===== src/rtl/sideband_writer_pkg.sv =====
// Shared definitions for the sideband path: word layout, FSM states, length limits.
package sideband_writer_pkg;

   localparam int unsigned SB_W        = 20;
   localparam int unsigned SB_LEN_W    = 11;
   localparam int unsigned SB_DEST_W   = 4;
   localparam int unsigned SB_SRC_W    = 2;
   localparam int unsigned SB_RSVD_W   = 3;
   localparam int unsigned LEN_ACC_W   = 12;
   localparam int unsigned CNT_W       = 16;

   localparam int unsigned DEF_BYTES_PER_BEAT = 8;
   localparam int unsigned DEF_W_EMPTY        = 3;
   localparam int unsigned DEF_MIN_LEN        = 64;
   localparam int unsigned DEF_MAX_LEN        = 1522;

   typedef enum logic [2:0] {
      ST_IDLE,
      ST_COLLECT,
      ST_WAIT_DEC,
      ST_COMMIT,
      ST_DROP
   } sbw_state_e;

   typedef struct packed {
      logic [SB_RSVD_W-1:0] rsvd;
      logic [SB_SRC_W-1:0]  src;
      logic [SB_DEST_W-1:0] dest;
      logic [SB_LEN_W-1:0]  len;
   } sb_word_t;

   // Assemble one sideband word; reserved bits are always zero.
   function automatic sb_word_t sb_pack(input logic [SB_LEN_W-1:0]  len,
                                        input logic [SB_DEST_W-1:0] dest,
                                        input logic [SB_SRC_W-1:0]  src);
      sb_word_t w;
      w.rsvd = '0;
      w.src  = src;
      w.dest = dest;
      w.len  = len;
      return w;
   endfunction

endpackage


===== src/rtl/sideband_writer_sat_counter.sv =====
// Saturating up-counter with synchronous reset.
module sideband_writer_sat_counter #(
   parameter int unsigned W = 16
) (
   input  logic         clk,
   input  logic         reset,
   input  logic         inc,
   output logic [W-1:0] count
);

   // Count up by one per inc, sticking at all-ones.
   always_ff @(posedge clk) begin
      if (reset) begin
         count <= '0;
      end else if (inc && (count != '1)) begin
         count <= count + W'(1);
      end
   end

endmodule


===== src/rtl/sideband_writer.sv =====
// Ingress sideband writer: measures each frame, latches the filter decision,
// and at end-of-frame either writes one sideband word or pulses a drop.
module sideband_writer
   import sideband_writer_pkg::*;
#(
   parameter int unsigned BYTES_PER_BEAT = DEF_BYTES_PER_BEAT,
   parameter int unsigned W_EMPTY        = DEF_W_EMPTY,
   parameter int unsigned MIN_LEN        = DEF_MIN_LEN,
   parameter int unsigned MAX_LEN        = DEF_MAX_LEN
) (
   input  logic                 clk,
   input  logic                 reset,
   input  logic                 in_valid,
   output logic                 in_ready,
   input  logic                 in_sop,
   input  logic                 in_eop,
   input  logic [W_EMPTY-1:0]   in_empty,
   input  logic [SB_SRC_W-1:0]  in_src,
   input  logic                 dec_valid,
   input  logic                 dec_drop,
   input  logic [SB_DEST_W-1:0] dec_dest,
   output logic [SB_W-1:0]      sb_wdata,
   output logic                 sb_wen,
   input  logic                 sb_full,
   output logic                 frame_drop,
   output logic [CNT_W-1:0]     drop_count,
   output logic [CNT_W-1:0]     err_count
);

   localparam logic [LEN_ACC_W-1:0] BEAT_LEN  = LEN_ACC_W'(BYTES_PER_BEAT);
   localparam logic [LEN_ACC_W-1:0] MIN_L     = LEN_ACC_W'(MIN_LEN);
   localparam logic [LEN_ACC_W-1:0] MAX_L     = LEN_ACC_W'(MAX_LEN);

   sbw_state_e                state, state_d;
   logic [LEN_ACC_W-1:0]      len, len_d;
   logic [SB_SRC_W-1:0]       src, src_d;
   logic [SB_DEST_W-1:0]      dest, dest_d;
   logic                      dec_seen, dec_seen_d;
   logic                      dec_drop_q, dec_drop_d;
   logic                      accept, frame_start, eval_eop, dec_ok;
   logic                      err_inc, miss_eop, frame_drop_d, in_ready_d, load_word;
   logic [LEN_ACC_W-1:0]      beat_len, len_sum;
   logic [LEN_ACC_W:0]        len_acc;
   sb_word_t                  word_d;

   assign accept   = in_valid & in_ready;
   assign beat_len = in_eop ? (BEAT_LEN - LEN_ACC_W'(in_empty)) : BEAT_LEN;
   assign len_acc  = {1'b0, len} + {1'b0, beat_len};
   assign len_sum  = len_acc[LEN_ACC_W] ? '1 : len_acc[LEN_ACC_W-1:0];

   // FIFO write only while committing and the FIFO has room, so it can never hit a full FIFO.
   assign sb_wen   = (state == ST_COMMIT) & ~sb_full;

   // Next-state, frame bookkeeping, decision latch and end-of-frame evaluation.
   always_comb begin
      state_d     = state;
      len_d       = len;
      src_d       = src;
      dest_d      = dest;
      dec_seen_d  = dec_seen;
      dec_drop_d  = dec_drop_q;
      frame_start = 1'b0;
      eval_eop    = 1'b0;
      dec_ok      = 1'b0;
      err_inc     = 1'b0;
      miss_eop    = 1'b0;

      case (state)
         ST_IDLE: begin
            if (accept && in_sop) begin
               frame_start = 1'b1;
            end else if (accept) begin
               err_inc = 1'b1;
            end
            if (dec_valid && !frame_start) err_inc = 1'b1;
            dec_ok = frame_start;
         end
         ST_COLLECT: begin
            dec_ok = 1'b1;
            if (accept && in_sop) begin
               frame_start = 1'b1;
               miss_eop    = 1'b1;
               err_inc     = 1'b1;
            end else if (accept) begin
               len_d    = len_sum;
               eval_eop = in_eop;
            end
         end
         ST_WAIT_DEC: begin
            dec_ok = 1'b1;
         end
         ST_COMMIT: begin
            if (!sb_full) state_d = ST_IDLE;
            if (dec_valid) err_inc = 1'b1;
         end
         ST_DROP: begin
            state_d = ST_IDLE;
            if (dec_valid) err_inc = 1'b1;
         end
         default: begin
            state_d = ST_IDLE;
         end
      endcase

      // A sop beat opens a fresh frame context; a sop+eop beat is evaluated at once.
      if (frame_start) begin
         state_d    = ST_COLLECT;
         len_d      = beat_len;
         src_d      = in_src;
         dest_d     = '0;
         dec_seen_d = 1'b0;
         dec_drop_d = 1'b0;
         eval_eop   = in_eop;
      end

      // First decision of a frame wins; any later one is a protocol error.
      if (dec_valid && dec_ok) begin
         if (dec_seen_d) begin
            err_inc = 1'b1;
         end else begin
            dec_seen_d = 1'b1;
            dec_drop_d = dec_drop;
            dest_d     = dec_dest;
         end
      end

      if ((state == ST_WAIT_DEC) && dec_seen_d) begin
         state_d = dec_drop_d ? ST_DROP : ST_COMMIT;
      end

      if (eval_eop) begin
         if ((len_d < MIN_L) || (len_d > MAX_L) || (dec_seen_d && dec_drop_d)) begin
            state_d = ST_DROP;
         end else if (!dec_seen_d) begin
            state_d = ST_WAIT_DEC;
         end else begin
            state_d = ST_COMMIT;
         end
      end
   end

   assign frame_drop_d = miss_eop | (state_d == ST_DROP);
   assign in_ready_d   = (state_d == ST_IDLE) | (state_d == ST_COLLECT);
   assign load_word    = (state_d == ST_COMMIT) & (state != ST_COMMIT);
   assign word_d       = sb_pack(len_d[SB_LEN_W-1:0], dest_d, src_d);

   // State, frame context and registered outputs.
   always_ff @(posedge clk) begin
      if (reset) begin
         state      <= ST_IDLE;
         len        <= '0;
         src        <= '0;
         dest       <= '0;
         dec_seen   <= 1'b0;
         dec_drop_q <= 1'b0;
         in_ready   <= 1'b1;
         frame_drop <= 1'b0;
         sb_wdata   <= '0;
      end else begin
         state      <= state_d;
         len        <= len_d;
         src        <= src_d;
         dest       <= dest_d;
         dec_seen   <= dec_seen_d;
         dec_drop_q <= dec_drop_d;
         in_ready   <= in_ready_d;
         frame_drop <= frame_drop_d;
         if (load_word) sb_wdata <= word_d;
      end
   end

   sideband_writer_sat_counter #(.W(CNT_W)) u_drop_cnt (
      .clk   (clk),
      .reset (reset),
      .inc   (frame_drop_d),
      .count (drop_count)
   );

   sideband_writer_sat_counter #(.W(CNT_W)) u_err_cnt (
      .clk   (clk),
      .reset (reset),
      .inc   (err_inc),
      .count (err_count)
   );

endmodule


===== config.mk =====
export PLATFORM = sky130hd
export DESIGN_NAME = sideband_writer
export DESIGN_NICKNAME = d
export VERILOG_FILES = /design/src/rtl/sideband_writer_pkg.sv /design/src/rtl/sideband_writer_sat_counter.sv /design/src/rtl/sideband_writer.sv
export SDC_FILE = /design/constraint.sdc
export NUM_CORES = 1
export LEC_CHECK = 0
export ABC_CLOCK_PERIOD_IN_PS = 6500
export CAP_MARGIN = 15
export CELL_PAD_IN_SITES_DETAIL_PLACEMENT = 0
export CELL_PAD_IN_SITES_GLOBAL_PLACEMENT = 1
export CORE_ASPECT_RATIO = 0.6
export CORE_MARGIN = 2
export CORE_UTILIZATION = 25
export CTS_BUF_LIST = sky130_fd_sc_hd__clkbuf_8 sky130_fd_sc_hd__clkbuf_16
export CTS_CLUSTER_DIAMETER = 100
export DETAILED_ROUTE_END_ITERATION = 8
export PLACE_DENSITY_LB_ADDON = 0.08
export SLEW_MARGIN = 20
export SYNTH_ARGS = -nofsm -noshare
export SYNTH_HDL_FRONTEND = slang
export SYNTH_SLANG_ARGS = --single-unit

===== constraint.sdc =====
create_clock -name clk -period 6.5 [get_ports clk]
set_input_delay 1.95 -clock clk [delete_from_list [all_inputs] [get_ports clk]]
set_output_delay 1.95 -clock clk [all_outputs]
set_load 0.03 [all_outputs]

==> Implementation_results.wiki <==
{| class="wikitable"
! Metric !! Value
|-
| Reg-to-reg setup timing slack || 2.75 ns
|-
| Count of synthesis-stage warnings from yosys || 0
|-
| Seq/Total Area, Yosys || 36.7%
|-
| Hold path startpoint || src[1]
|-
| Antenna Diode Count || 0
|-
| Largest clock skew in the final design || 0.00894 ns
|-
| Clk Tree Root Cell || sky130_fd_sc_hd__clkbuf_16
|-
| Status || finished, final reports clean
|-
| Largest net degree at the start of global routing || 70
|-
| # rows || 35
|-
| Capture point of the worst reg-to-reg path || u_drop_cnt.count[13]
|-
| Vias in the first global route || 3,272
|-
| Startpoint type of the worst setup path || input port
|-
| Share of the synthesized area in the top cell type || 36.7%
|-
| Net switching power || 0.000275 W
|-
| Headroom to the max-slew limit || 47.2%
|-
| Cell occurring most often along the worst timing path || sky130_fd_sc_hd__ha_1
|-
| Critical Path Max Stage Delay || 0.63 ns
|-
| Die Footprint || 17,200 um^2
|-
| Gate count after technology mapping || 456
|-
| Fill count || 1,637
|-
| Post-synth EDFFs || 0
|-
| Cell internal pwr || 0.000840 W
|-
| Sequential power share || 42.4%
|-
| CTS sink count || 74
|-
| Pins Over Slew Limit || 0
|-
| Total of cells resized after clock tree synthesis || 0
|-
| Fin nets || 542
|-
| GR Layer Usage met3 || 4.84%
|-
| Detailed placer's ending HPWL || 8350 um
|-
| Crit end category || flop
|-
| Number of buffers between clock root and the deepest sink || 2
|-
| Drt pass-1 iters || 4
|-
| Iteration-0 DRC count of the detailed router || 292
|-
| Global-route layer with the greatest usage || met1
|-
| Area of the core region || 15,600 um^2
|-
| Share of post-route cells with drive strength above 1 || 12.9%
|-
| Measured slew at the worst slew-check pin || 0.792 ns
|-
| Post-route antenna net violation count || 0
|-
| Area growth from synthesis to layout || 26.5%
|-
| Worst endpoint required time || 6.72 ns
|-
| Post-DR vias/cell || 4.82
|-
| Effective utilization at floorplan || 25.9%
|-
| Fraction of power spent switching nets || 24.7%
|-
| Worst Path Class, Setup || in2reg
|-
| Setup TNS || 0 ns
|-
| Number of hold violations in the final report || 0
|-
| Launch point of the worst reg-to-reg path || state[1]
|-
| Hold Path Cell Cnt || 2
|-
| Max Fanout on Critical Path || 28
|-
| Chip Height || 102 um
|-
| Count of unresolved DRC violations after routing || 0
|-
| Timing-limited maximum frequency || 0.167 GHz
|-
| Crit path buffers/inverters || 2
|-
| Antenna violations before repair || 0
|-
| Leakage power summed over all cells || 1.79 nW
|-
| Die Width || 168 um
|-
| GPL Wtd Cong || 0.866
|-
| Met1 capacity usage during global routing || 22.5%
|-
| Source-to-sink clock delay at the later pin of the worst-skew pair || 0.33 ns
|-
| GR Util met2 || 16.7%
|-
| Number of input and output port buffers inserted || 68
|-
| Combinational share of power || 9.5%
|-
| Wire length of the first global-routing pass || 18,400 um
|-
| Final wirelength || 11,600 um
|-
| Post-synthesis average cell area || 8.86 um^2
|-
| Total Routing Usage GR || 13.9%
|-
| CP top delay family || simple AND/OR/NAND/NOR gates
|-
| Unrepaired setup endpoints after global routing || no
|-
| Power Density || 218 nW/um^2
|-
| Flip-flop cell with the highest count after synthesis || sky130_fd_sc_hd__dfxtp_1
|-
| Via Count || 3,487
|-
| Post-route cell area || 5110 um^2
|-
| Share of total power in the clock network || 48.2%
|-
| Number of max-capacitance violations reported || 0
|-
| Yosys reg bits || 74
|-
| Number of clock buffers inserted by TritonCTS || 9
|-
| Clock transition at path regs || 0.06 ns
|-
| Crit-path slowest cell || sky130_fd_sc_hd__or4_2
|-
| R2R depth || 9
|-
| Synth cell types || 74
|-
| Grt ovf || 0
|-
| Path class of the lowest-slack min-delay path || reg2reg
|-
| Number of ports placed on the die boundary || 72
|-
| Top area cells in the synthesized netlist || sky130_fd_sc_hd__dfxtp_1, sky130_fd_sc_hd__mux2_2, sky130_fd_sc_hd__nor2b_1, sky130_fd_sc_hd__nor2_1, sky130_fd_sc_hd__a21oi_1
|-
| Largest voltage drop on the vdd net || 0.137 mV
|-
| Period minus WS final || 5.98 ns
|-
| Max H-tree Level || 3
|-
| Routed WL per cell || 16.0 um
|-
| Area leader, netlist || sky130_fd_sc_hd__dfxtp_1
|-
| Total standard cell area after synthesis || 4040 um^2
|-
| Cts-stage hold buffer count || 0
|-
| Sink of the worst hold path || src[1]
|-
| Endpoint arrival time on the critical path || 6.20 ns
|-
| Share of the clock period used by the worst path || 92.0%
|-
| Post-CTS repair timing setup buffer count || 0
|-
| Cell area after placement || 4800 um^2
|-
| Ordered list of cells on the worst path || clkdlybuf4s50_1 -> inv_1 -> ha_1 -> and2_1 -> ha_1 -> a21oi_1 -> a2bb2oi_1 -> nor2_1 -> or4_2 -> nand4_1 -> a211oi_2 -> o32a_2 -> nor4_1 -> mux2_2
|-
| Clock tree from TritonCTS || built
|-
| Final-report setup violation count || 0
|-
| Share of async-settable or async-resettable flops after synthesis || 0%
|}
-- worst min-delay path, stage by stage (launching register included) --
cell and delay, ns:
sky130_fd_sc_hd__dfxtp_1 0.30, sky130_fd_sc_hd__nand2_1 0.05, sky130_fd_sc_hd__a21oi_1 0.07
-- cell usage in the layout (no fill, tap or decap), types with 6 or more instances in the layout --
| cell | n |
|---|---|
| sky130_fd_sc_hd__a21oi_1 | 27 |
| sky130_fd_sc_hd__and2_1 | 7 |
| sky130_fd_sc_hd__and3_1 | 8 |
| sky130_fd_sc_hd__buf_4 | 6 |
| sky130_fd_sc_hd__clkbuf_16 | 9 |
| sky130_fd_sc_hd__clkdlybuf4s50_1 | 67 |
| sky130_fd_sc_hd__dfxtp_1 | 74 |
| sky130_fd_sc_hd__ha_1 | 7 |
| sky130_fd_sc_hd__inv_1 | 10 |
| sky130_fd_sc_hd__mux2_2 | 22 |
| sky130_fd_sc_hd__nand2_1 | 34 |
| sky130_fd_sc_hd__nand3_1 | 24 |
| sky130_fd_sc_hd__nand4_1 | 9 |
| sky130_fd_sc_hd__nor2_1 | 41 |
| sky130_fd_sc_hd__nor2b_1 | 26 |
| sky130_fd_sc_hd__nor3_1 | 12 |
| sky130_fd_sc_hd__o21ai_0 | 14 |
| sky130_fd_sc_hd__o31ai_1 | 9 |
| sky130_fd_sc_hd__or3_1 | 9 |
| sky130_fd_sc_hd__or4_1 | 7 |
| sky130_fd_sc_hd__xnor2_1 | 12 |
-- power groups by stage --
stage                     registers (W)  clock network (W)  logic (W)
final                          0.000472           0.000537   0.000105
after global routing           0.000473           0.000576   0.000118
after CTS                      0.000472           0.000556   0.000106
after detailed placement       0.000483                  0   0.000105
after global placement         0.000483                  0   0.000106
after floorplan                0.000486                  0  0.0000691
-- synth_stat cells, drive strengths merged (4+ instances only) --
library cell and n:
or4 8, nand2 35, dfxtp 74, and2 8, a211oi 4, xnor2 12, or3 9, nor2 41
mux2 22, inv 10, nor2b 26, a21oi 27, o22ai 4, clkbuf 10, and4 5, nor3 12
o31ai 10, buf 14, nand4 9, nor4 4, o21ai 14, ha 7, nand3 24, and3 12
-- how the worst max path moves through the flow --
stage | from | to | slack, ns | cells after the start
6_report | in_empty[0] | u_drop_cnt.count[13] | 0.52 | 14
3_5_place_dp | in_empty[0] | u_drop_cnt.count[13] | 0.27 | 14
4_1_cts | in_empty[0] | u_drop_cnt.count[13] | 0.60 | 14
3_3_place_gp | in_empty[0] | u_drop_cnt.count[13] | 0.37 | 15
5_1_grt | in_empty[0] | u_drop_cnt.count[13] | 0.23 | 15
2_1_floorplan | in_empty[0] | u_drop_cnt.count[2] | 1.28 | 15
-- registers in the layout, summed over array words and instances (netlist names) --
name / cells
sb_wdata: 17
u_drop_cnt.count: 16
u_err_cnt.count: 16
len: 12
dest: 4
state: 3
src: 2
dec_drop_q: 1
dec_seen: 1
frame_drop: 1
in_ready: 1
-- final cells by class --
class	instances	area, um^2	area share, %
repair buffers	74	721	14.1
clock buffers	9	225	4.41
flip-flops and latches	74	1480	29.0
clock inverters	6	90.1	1.76
multi-input cells	348	2300	45.0
inverters	10	37.5	0.734
well taps	203	254	4.97
-- cells by family after synthesis --
family | synth area share (%)
other | 0.0928
AND/OR/NAND/NOR | 28.9
multiplexers | 6.88
buffers and inverters | 6.51
AO/OA/AOI/OAI | 15.5
flip-flops | 36.7
XOR/XNOR | 2.82
adder cells (fa/ha/maj) | 2.66
-- layer usage --
metal | vias to the layer above | part of all wire (%)
met5 | - | 0
li1 | 1778 | -
met1 | 1620 | 58
met3 | 8 | 6.5
met2 | 81 | 34
met4 | 0 | 0.84
-- through the flow --
| step | instances | utilization [%] | hold WS (ns) | setup slack, ns | power, W |
|---|---|---|---|---|---|
| after floorplan | 458 | - | 0.430 | 1.28 | 0.000555 |
| after CTS | 724 | 32.8 | 0.462 | 0.600 | 0.00113 |
| after global routing | 724 | 32.8 | 0.496 | 0.228 | 0.00117 |
| final | 724 | 32.8 | 0.465 | 0.522 | 0.00111 |
| after detailed placement | 709 | 30.8 | 0.454 | 0.274 | 0.000588 |
| after global placement | 709 | 30.8 | 0.455 | 0.366 | 0.000588 |
(Power assumes the default switching activity.)
